## src/rtl/key_pkg.sv

```systemverilog
// Shared state encodings, default timing constants and counter sizing for the key debouncer.
package key_pkg;

    localparam int unsigned DEF_DEBOUNCE_CYCLES = 1000000;
    localparam int unsigned DEF_REPEAT_DELAY    = 25000000;
    localparam int unsigned DEF_REPEAT_PERIOD   = 5000000;

    localparam logic [2:0] ST_IDLE     = 3'd0;
    localparam logic [2:0] ST_PRESS_DB = 3'd1;
    localparam logic [2:0] ST_HELD     = 3'd2;
    localparam logic [2:0] ST_REPEAT   = 3'd3;
    localparam logic [2:0] ST_REL_DB   = 3'd4;

    // $clog2 of the terminal parameter, kept at least one bit wide for tiny parameters.
    function automatic int unsigned cnt_width(input int unsigned n);
        return (n > 1) ? $clog2(n) : 1;
    endfunction

endpackage

```

## src/rtl/key_debounce_if.sv

```systemverilog
// Key event bus: raw key levels and repeat enable in, debounced events and levels out.
interface key_debounce_if;

    logic [1:0] Key_In;
    logic       Repeat_En;
    logic [1:0] Key_Out;
    logic [1:0] Key_Level;

    modport master (output Key_In, output Repeat_En, input Key_Out, input Key_Level);
    modport slave  (input Key_In, input Repeat_En, output Key_Out, output Key_Level);

endinterface

```

## src/rtl/key_debounce_ch.sv

```systemverilog
// One key channel: 2-flop synchronizer, debounce/auto-repeat FSM and saturating counters.
module key_debounce_ch
    import key_pkg::*;
#(
    parameter int unsigned DEBOUNCE_CYCLES = DEF_DEBOUNCE_CYCLES,
    parameter int unsigned REPEAT_DELAY    = DEF_REPEAT_DELAY,
    parameter int unsigned REPEAT_PERIOD   = DEF_REPEAT_PERIOD
) (
    input  logic Sys_CLK,
    input  logic Sys_RST,
    input  logic key_in,
    input  logic repeat_en,
    output logic key_out,
    output logic key_level
);

    localparam int unsigned DB_W   = cnt_width(DEBOUNCE_CYCLES);
    localparam int unsigned HOLD_W = cnt_width(REPEAT_DELAY);
    localparam int unsigned REP_W  = cnt_width(REPEAT_PERIOD);

    localparam logic [DB_W-1:0]   DB_LAST   = DB_W'(DEBOUNCE_CYCLES - 1);
    localparam logic [HOLD_W-1:0] HOLD_LAST = HOLD_W'(REPEAT_DELAY - 1);
    localparam logic [REP_W-1:0]  REP_LAST  = REP_W'(REPEAT_PERIOD - 1);

    logic [1:0]        sync;
    logic [2:0]        state;
    logic [DB_W-1:0]   db_cnt;
    logic [HOLD_W-1:0] hold_cnt;
    logic [REP_W-1:0]  rep_cnt;
    logic              pressed;

    assign pressed = ~sync[1];

    // Pulses are written as ~key_out so a pulse can never last two cycles, even with tiny periods.
    always_ff @(posedge Sys_CLK) begin
        if (!Sys_RST) begin
            sync      <= 2'b11;
            state     <= ST_IDLE;
            db_cnt    <= '0;
            hold_cnt  <= '0;
            rep_cnt   <= '0;
            key_out   <= 1'b0;
            key_level <= 1'b0;
        end else begin
            sync    <= {sync[0], key_in};
            key_out <= 1'b0;
            case (state)
                ST_IDLE: begin
                    if (pressed) begin
                        state  <= ST_PRESS_DB;
                        db_cnt <= '0;
                    end
                end
                ST_PRESS_DB: begin
                    if (!pressed) begin
                        state <= ST_IDLE;
                    end else if (db_cnt == DB_LAST) begin
                        state     <= ST_HELD;
                        hold_cnt  <= '0;
                        key_out   <= ~key_out;
                        key_level <= 1'b1;
                    end else begin
                        db_cnt <= db_cnt + 1'b1;
                    end
                end
                ST_HELD: begin
                    if (!pressed) begin
                        state  <= ST_REL_DB;
                        db_cnt <= '0;
                    end else if (repeat_en && hold_cnt == HOLD_LAST) begin
                        state   <= ST_REPEAT;
                        rep_cnt <= '0;
                        key_out <= ~key_out;
                    end else if (hold_cnt != HOLD_LAST) begin
                        hold_cnt <= hold_cnt + 1'b1;
                    end
                end
                // hold_cnt stays at HOLD_LAST here, so dropping back to HELD re-arms the repeat at once.
                ST_REPEAT: begin
                    if (!pressed) begin
                        state  <= ST_REL_DB;
                        db_cnt <= '0;
                    end else if (!repeat_en) begin
                        state <= ST_HELD;
                    end else if (rep_cnt == REP_LAST) begin
                        rep_cnt <= '0;
                        key_out <= ~key_out;
                    end else begin
                        rep_cnt <= rep_cnt + 1'b1;
                    end
                end
                ST_REL_DB: begin
                    if (pressed) begin
                        state    <= ST_HELD;
                        hold_cnt <= '0;
                    end else if (db_cnt == DB_LAST) begin
                        state     <= ST_IDLE;
                        key_level <= 1'b0;
                    end else begin
                        db_cnt <= db_cnt + 1'b1;
                    end
                end
                default: state <= ST_IDLE;
            endcase
        end
    end

endmodule

```

## src/rtl/key_debounce.sv

```systemverilog
// Two-key push-button debouncer with optional auto-repeat; the keys are handled independently.
module key_debounce
    import key_pkg::*;
#(
    parameter int unsigned DEBOUNCE_CYCLES = DEF_DEBOUNCE_CYCLES,
    parameter int unsigned REPEAT_DELAY    = DEF_REPEAT_DELAY,
    parameter int unsigned REPEAT_PERIOD   = DEF_REPEAT_PERIOD
) (
    input  logic          Sys_CLK,
    input  logic          Sys_RST,
    key_debounce_if.slave bus
);

    logic [1:0] key_out;
    logic [1:0] key_level;

    key_debounce_ch #(
        .DEBOUNCE_CYCLES (DEBOUNCE_CYCLES),
        .REPEAT_DELAY    (REPEAT_DELAY),
        .REPEAT_PERIOD   (REPEAT_PERIOD)
    ) u_ch0 (
        .Sys_CLK   (Sys_CLK),
        .Sys_RST   (Sys_RST),
        .key_in    (bus.Key_In[0]),
        .repeat_en (bus.Repeat_En),
        .key_out   (key_out[0]),
        .key_level (key_level[0])
    );

    key_debounce_ch #(
        .DEBOUNCE_CYCLES (DEBOUNCE_CYCLES),
        .REPEAT_DELAY    (REPEAT_DELAY),
        .REPEAT_PERIOD   (REPEAT_PERIOD)
    ) u_ch1 (
        .Sys_CLK   (Sys_CLK),
        .Sys_RST   (Sys_RST),
        .key_in    (bus.Key_In[1]),
        .repeat_en (bus.Repeat_En),
        .key_out   (key_out[1]),
        .key_level (key_level[1])
    );

    assign bus.Key_Out   = key_out;
    assign bus.Key_Level = key_level;

endmodule
```

## src/flat_wrapper.sv

```systemverilog
// flat-port wrapper written by rule: the top's interface ports become plain ports
module key_debounce_flat import key_pkg::*;
#(
    parameter int unsigned DEBOUNCE_CYCLES = DEF_DEBOUNCE_CYCLES,
    parameter int unsigned REPEAT_DELAY    = DEF_REPEAT_DELAY,
    parameter int unsigned REPEAT_PERIOD   = DEF_REPEAT_PERIOD
)
  (Sys_CLK, Sys_RST, bus_Key_In, bus_Repeat_En, bus_Key_Out, bus_Key_Level);
  key_debounce_if bus_i ();
  input  logic Sys_CLK;
  input  logic Sys_RST;
  input wire logic [$bits(bus_i.Key_In)-1:0] bus_Key_In;
  input wire logic [$bits(bus_i.Repeat_En)-1:0] bus_Repeat_En;
  output wire logic [$bits(bus_i.Key_Out)-1:0] bus_Key_Out;
  output wire logic [$bits(bus_i.Key_Level)-1:0] bus_Key_Level;
  assign bus_i.Key_In = bus_Key_In;
  assign bus_i.Repeat_En = bus_Repeat_En;
  assign bus_Key_Out = bus_i.Key_Out;
  assign bus_Key_Level = bus_i.Key_Level;
  key_debounce #(.DEBOUNCE_CYCLES(DEBOUNCE_CYCLES), .REPEAT_DELAY(REPEAT_DELAY), .REPEAT_PERIOD(REPEAT_PERIOD)) u_core (.Sys_CLK(Sys_CLK), .Sys_RST(Sys_RST), .bus(bus_i));
endmodule
```

## config.mk

```make
export PLATFORM = sky130hd
export DESIGN_NAME = key_debounce_flat
export DESIGN_NICKNAME = d
export VERILOG_FILES = /design/src/rtl/key_pkg.sv /design/src/rtl/key_debounce_if.sv /design/src/rtl/key_debounce_ch.sv /design/src/rtl/key_debounce.sv /design/src/flat_wrapper.sv
export SDC_FILE = /design/constraint.sdc
export NUM_CORES = 1
export LEC_CHECK = 0
export CELL_PAD_IN_SITES_DETAIL_PLACEMENT = 0
export CELL_PAD_IN_SITES_GLOBAL_PLACEMENT = 1
export CORE_ASPECT_RATIO = 1.25
export CORE_UTILIZATION = 30
export CTS_BUF_LIST = sky130_fd_sc_hd__clkbuf_8
export CTS_CLUSTER_DIAMETER = 60
export DETAILED_ROUTE_END_ITERATION = 10
export PLACE_DENSITY_LB_ADDON = 0.1
export SLEW_MARGIN = 20
export SYNTH_ARGS = -nofsm -noshare
export SYNTH_HDL_FRONTEND = slang
export SYNTH_SLANG_ARGS = --single-unit
```

## constraint.sdc

```tcl
create_clock -name Sys_CLK -period 7.4 [get_ports Sys_CLK]
set_clock_uncertainty 0.1 [all_clocks]
set_input_delay 1.11 -clock Sys_CLK [delete_from_list [all_inputs] [get_ports Sys_CLK]]
set_output_delay 1.11 -clock Sys_CLK [all_outputs]
set_load 0.01 [all_outputs]
```

==> results of run 1 <==
==> final cells by class <==
class | instances | area [um2] | area share, %
clock inverters | 14 | 220 | 2.42
repair buffers | 14 | 120 | 1.32
well taps | 345 | 432 | 4.75
flip-flops and latches | 150 | 3000 | 33.0
multi-input cells | 847 | 5020 | 55.2
inverters | 14 | 52.6 | 0.578
clock buffers | 18 | 248 | 2.72
==> path summary, 6_finish.rpt <==
check	start	to	slack, ns	cells after the start
setup / recovery	u_core.u_ch1.hold_cnt[0]	u_core.u_ch1.hold_cnt[12]	4.09	7
hold / removal	u_core.u_ch0.sync[0]	u_core.u_ch0.sync[1]	0.31	1
setup reg to reg	u_core.u_ch1.hold_cnt[0]	u_core.u_ch1.hold_cnt[12]	4.09	7
hold reg to reg	u_core.u_ch0.sync[0]	u_core.u_ch0.sync[1]	0.31	1
==> state kept, by name, indices dropped and copies added (netlist names) <==
signal	cells
u_core.u_ch1.key_level	1
u_core.u_ch0.rep_cnt	23
u_core.u_ch0.key_out	1
u_core.u_ch1.rep_cnt	23
u_core.u_ch0.hold_cnt	25
u_core.u_ch1.sync	2
u_core.u_ch0.sync	2
u_core.u_ch0.key_level	1
u_core.u_ch0.state	3
u_core.u_ch1.state	3
u_core.u_ch1.key_out	1
u_core.u_ch1.db_cnt	20
u_core.u_ch0.db_cnt	20
u_core.u_ch1.hold_cnt	25
==> power by group <==
| group | switching [mW] | internal [mW] | total [mW] |
|---|---|---|---|
| clock network | 0.343 | 0.413 | 0.756 |
| registers | 0.00554 | 0.809 | 0.814 |
| logic | 0.0326 | 0.0117 | 0.0443 |
==> layer usage <==
layer,track usage (%),up-vias
met2,31.0,78
met1,21.0,3669
li1,-,3915
met4,5.31,0
met5,0,-
met3,3.15,17
==> cell families (layout without fill, tap and decap cells) <==
group | Yosys count | after routing
multiplexers | 4 | 4
XOR/XNOR | 41 | 41
adder cells (fa/ha/maj) | 6 | 6
AND/OR/NAND/NOR | 542 | 542
flip-flops | 150 | 150
AO/OA/AOI/OAI | 254 | 254
buffers and inverters | 72 | 60
==> synthesized netlist by cell type, drive strengths merged, types with 12 or more instances <==
cell    count
xnor2      24
nand3      57
and3       18
nand4      32
and2       12
dfxtp     150
nand2b     16
nor3       41
clkbuf     37
a31oi      34
xor2       17
inv        14
buf        20
or3        29
o21ai      69
a21oi      71
nor4       18
nor2      105
or4        20
nand2     123
==> results.md, run 1 <==
* Total track usage at between 10% and 20%
* Hold buffers post-CTS at 0
* Final critical-path share of the clock period at roughly 45%
* Clock tree from TritonCTS: done
* Cell area after placement at 8610 um2
* Ys async rst share at 0%
* Setup Total Neg Slack at 0 ns
* First-pass GRT wire length at 39,500 um
* Most Frequent Cell on Critical Path: a21oi_1
* Combinational family with the most area after synthesis: simple AND/OR/NAND/NOR gates
* Tightest Hold Check Type: flip-flop to flip-flop
* Fraction of synthesized area in multiplexers at 0.511%
* Mean number of vias per cell at 5.48
* Amount of wire on met2 after detailed routing at 11,600 um
* Largest stage delay, worst path at 0.85 ns
* Parity-gate share of the synthesized area counting xor and xnor cells at between 4 and 5%
* Commonest cells after routing, fill and taps aside: dfxtp_1, nand2_1, nor2_1, a21oi_1, o21ai_0
* Met1 wire length at 10,900 um
* Startpoint type of the worst setup path: flip-flop
* Time the worst path needs with I/O delays and setup at approximately 3.3 ns
* Diode insertion count for antenna repair at 0
* Largest driver fanout on the critical path at 11
* Largest cells by area after synthesis: dfxtp_1, nand2_1, nor2_1
* Area share of fa/ha/maj cells after synthesis at less than 1%
* Core region area at roughly 27,000 um2
* Post-CTS clock slew at the launch and capture registers of the worst setup and hold paths at 0.09 ns
* Final Worst Setup Slack at 4.09 ns
* Syn. warnings at 0
* Post-Route Hold Slack at 0.311 ns
* Most used flip-flop cell after synthesis: dfxtp_1
* Clock insertion delay at the later pin of the skew report at between 0.4 and 0.5 ns
* Number of sinks on the clock net at 150
* Antenna violations before repair at 0
* Die extent in y at 188 um
* Number of non-filler instances in the completed layout at 1,402
* Basic-gate share of the synthesized area counting and, or, nand and nor cells at 35.3%
* Maximum clock frequency at ~300 MHz
* CTS buffer count at 17
* Area of the mapped netlist at 8330 um2
* Layout area overhead at 9.13%
* Max VDD drop at approximately 0.083 mV
* Number of endpoints with negative hold slack in the final report at 0
* Cell type with the highest aggregate area in the netlist: dfxtp_1
* Core Util, Final at 33.6%
* Critical path cell sequence: ha_1, nand3_1, nor4bb_1, a21oi_1, o21ai_1, o21ai_0, a21oi_1
* CP max-delay cell: nor4bb_1
* Total chip power at 1.61 mW
* Net count after synthesis at 1,080
* Headroom to the max-slew limit at about 29%
* Port Buffers at 8
* Uppermost metal layer occupied by signal nets: met4
* Number of synthesized flops with an enable pin at 0
* Post-DP HPWL at 15,700 um
* Static power due to leakage at 2.71 nW
* Worst slack at placement at between 3 and 4 ns
* Die area at 28,500 um2
* Routed wire length at 23,300 um
* Cell area after layout at approximately 9000 um2
* Number of remaining DRC errors at 0
* Unrepaired setup endpoints after global routing: false
* Width of the die at 151 um
* Data arrival time at the worst-slack endpoint at 3.61 ns
* Number of optimization iterations in the first detailed-route pass at 5
* Buffer type at the clock tree root: clkbuf_8
* NumNets Final at 1,055
* Syn avg cell area at approximately 7.8 um2
* WL per Instance at 16.6 um
* Leading cell type in the layout, fill and taps excluded: dfxtp_1
* Last weighted congestion value of the routability-driven placer at 0.744
* Maximum count of clock buffers along a single path at 2
* Core Rows at between 60 and 70
* Sum of buffers and inverters on the critical path at 0
* Vias in the first global route at ~7.5k
* Met3 Routed Length at 452 um
* Final ANT Viol Nets at 0
* DRT iter0 DRCs at 400
* Worst Path Class, Setup: flip-flop to flip-flop
* Filler cells at between 2k and 3k
* Area share of the leading cell type in the synthesized netlist at between 30 and 40%
* Required time worst endpoint at ~7.7 ns
* Number of cells produced by synthesis at 1,069
* Share of post-route cells with drive strength above 1 at 6.91%
* Maximum Capacitance Violations at 0
* Worst Setup End Kind: flip-flop
* Starting density of the core at 30.8%
* Final-report setup violation count at 0
* #FFs+latches synth at 150
* Portion of the post-synthesis area used by sequential elements at 36.0%
* Cell total after placement at 1,370
* Compound-gate portion of the synthesized area at 19.0%
* Setup Fix Bufs, Post-CTS at 0
* Largest net degree at the start of global routing at between 50 and 60
* Cell class contributing the biggest share of worst-path delay: compound AO/OA/AOI/OAI gates
* Final-report max-slew violation count at 0
* CTS H-tree lvls at 4
* Power density cells at 178 nW/um2
* Outcome: completed
* I/O Pins at 9
* Slew at the pin closest to its max-slew limit at 1.05 ns
* Grt total ovfl at 0
* CTS-repair resized insts at 0
* Detailed-route via count at 7,679
* Number of distinct library cells after synthesis at 79
(Power assumes the default switching activity.)
==> inputs of run 2 (changes only) <==
==> constraint.sdc (replaced) <==
create_clock -name Sys_CLK -period 3.3 [get_ports Sys_CLK]
set_clock_uncertainty 0.1 [all_clocks]
set_input_delay 0.495 -clock Sys_CLK [delete_from_list [all_inputs] [get_ports Sys_CLK]]
set_output_delay 0.495 -clock Sys_CLK [all_outputs]
set_load 0.01 [all_outputs]
==> results.md, run 2 (synthesized netlist as in run 1, its figures left out) <==
* Met2 Use GR at 32.8%
* Unrepaired setup endpoints after global routing: false
* R2r endpoint: u_core.u_ch0.hold_cnt[21]
* DRT iter0 DRCs at 347
* Maximum clock frequency at around 360 MHz
* Worst Path Class, Setup: flip-flop to flip-flop
* Busiest metal layer after global routing: met2
* Power density cells at roughly 400 nW/um2
* Reg2reg setup slack at 0.50 ns
* Worst Setup End Kind: flip-flop
* I/O Pins at 9
* Time the worst path needs with I/O delays and setup at approximately 2.8 ns
* Cell area after layout at 9300 um2
* Core region area at 27,100 um2
* Post-Route Hold Slack at 0.285 ns
* Final-report setup violation count at 0
* Largest driver fanout on the critical path at 17
* Width of the die at 151 um
* Tightest Hold Check Type: primary input to flip-flop
* Mean number of vias per cell at between 5 and 6
* Number of endpoints with negative hold slack in the final report at 0
* R2r startpoint: u_core.u_ch0.db_cnt[10]
* First-pass GRT wire length at between 40,000 and 50,000 um
* Startpoint type of the worst setup path: flip-flop
* Slew at the pin closest to its max-slew limit at 0.921 ns
* Filler cells at 2,901
* Data arrival time at the worst-slack endpoint at 3.04 ns
* Die extent in y at between 150 and 200 um
* Total chip power at 3.69 mW
* Port Buffers at 8
* Cell total after placement at 1,395
* Cell area after placement at 8820 um2
* Launching instance or port of the critical path: u_core.u_ch0.db_cnt[10]
* Number of optimization iterations in the first detailed-route pass at 5
* Headroom to the max-slew limit at roughly two fifths
* Required time worst endpoint at between 3 and 4 ns
* Layout area overhead at 11.6%
* CTS-repair resized insts at 0
* Diode insertion count for antenna repair at 0
* Number of non-filler instances in the completed layout at 1,427
* NumNets Final at ~1.1k
* Worst setup endpoint: u_core.u_ch0.hold_cnt[21]
* Antenna violations before repair at 0
* Starting density of the core at a little over 30%
* Final ANT Viol Nets at 0
* Hold buffers post-CTS at 0
* Max VDD drop at between 0.2 and 0.25 mV
* Met1 capacity usage during global routing at 21.2%
* Clock tree from TritonCTS: done
* Register-to-Register Path Depth at 7
* CTS H-tree lvls at 4
* Grt total ovfl at 0
* Core Util, Final at 34.3%
* Final Worst Setup Slack at 0.497 ns
* Outcome: completed
* Registers with the most flip-flops: u_core.u_ch0.hold_cnt x25, u_core.u_ch1.hold_cnt x25
* Last weighted congestion value of the routability-driven placer at approximately 0.8
* WL per Instance at approximately 17 um
* Post-DP HPWL at approximately 17,000 um
* Setup Total Neg Slack at 0 ns
* Largest net degree at the start of global routing at 29
* Detailed-route via count at a little under 8k
* Maximum count of clock buffers along a single path at 2
* CTS buffer count at 17
* Share of post-route cells with drive strength above 1 at 8.87%
* Number of sinks on the clock net at 150
* Final-report max-slew violation count at 0
* Number of cells traversed by the worst hold path at 3
* Maximum Capacitance Violations at 0
* Number of remaining DRC errors at 0
* Core Rows at between 60 and 70
* Vias in the first global route at 7,726
* Setup Fix Bufs, Post-CTS at 0
* Worst slack at placement at 0.407 ns
* Clock insertion delay at the later pin of the skew report at 0.47 ns
* Total track usage at 18.0%
* Met3 Usage GRT at 2.98%
* Post-CTS clock slew at the launch and capture registers of the worst setup and hold paths at 0.09 ns
* Die area at 28,500 um2
* Buffer type at the clock tree root: clkbuf_8
* Leading cell type in the layout, fill and taps excluded: dfxtp_1
* Static power due to leakage at 2.86 nW
* Commonest cells after routing, fill and taps aside: dfxtp_1, nand2_1, nor2_1, a21oi_1, o21ai_0
* Final critical-path share of the clock period at 84.9%
* Routed wire length at 24,100 um
run 2: cell count changes in the layout (fill, tap and decap cells not counted), sizes merged:
cell | before | now
clkinv | 2 | 5
clkinvlp | 4 | 2
inv | 17 | 15
bufinv | 5 | 6
buf | 7 | 32
run 2: power by group:
group	internal, mW	switching, mW	leakage (nW)	total, mW
registers	1.81	0.0102	1.21	1.82
clock network	0.992	0.761	0.240	1.75
logic	0.0324	0.0794	1.41	0.112
total	2.84	0.851	2.86	3.69
run 2: layout make-up:
| cell class | instances | area [um2] | share of cell area (%) |
|---|---|---|---|
| clock buffers | 18 | 248 | 2.66 |
| clock inverters | 14 | 231 | 2.49 |
| inverters | 14 | 52.6 | 0.565 |
| multi-input cells | 847 | 5010 | 53.9 |
| flip-flops and latches | 150 | 3000 | 32.3 |
| well taps | 345 | 432 | 4.64 |
| repair buffers | 39 | 320 | 3.45 |
run 2: how the worst min path moves through the flow:
stage	startpoint	end	slack, ns
after floorplan	u_core.u_ch0.sync[0]	u_core.u_ch0.sync[1]	0.29
after global placement	u_core.u_ch0.sync[0]	u_core.u_ch0.sync[1]	0.29
after detailed placement	u_core.u_ch1.sync[0]	u_core.u_ch1.sync[1]	0.29
after CTS	Sys_RST	u_core.u_ch0.hold_cnt[16]	0.25
after global routing	Sys_RST	u_core.u_ch0.hold_cnt[16]	0.28
final	Sys_RST	u_core.u_ch0.hold_cnt[16]	0.28
run 2: routing by layer:
layer	vias to the layer above	part of all wire, %
met1	3735	45
met5	-	0
li1	3957	-
met2	83	51
met4	0	1.2
met3	23	2.1
run 2: worst max-delay path, cell delays in order, from the launching register on:
cell and delay (ns):
dfxtp_1 0.37, or4b_2 0.69, nor4_2 0.44, a22oi_2 0.21
a21oi_4 0.34, buf_4 0.30, and3b_1 0.18, nor3_1 0.04
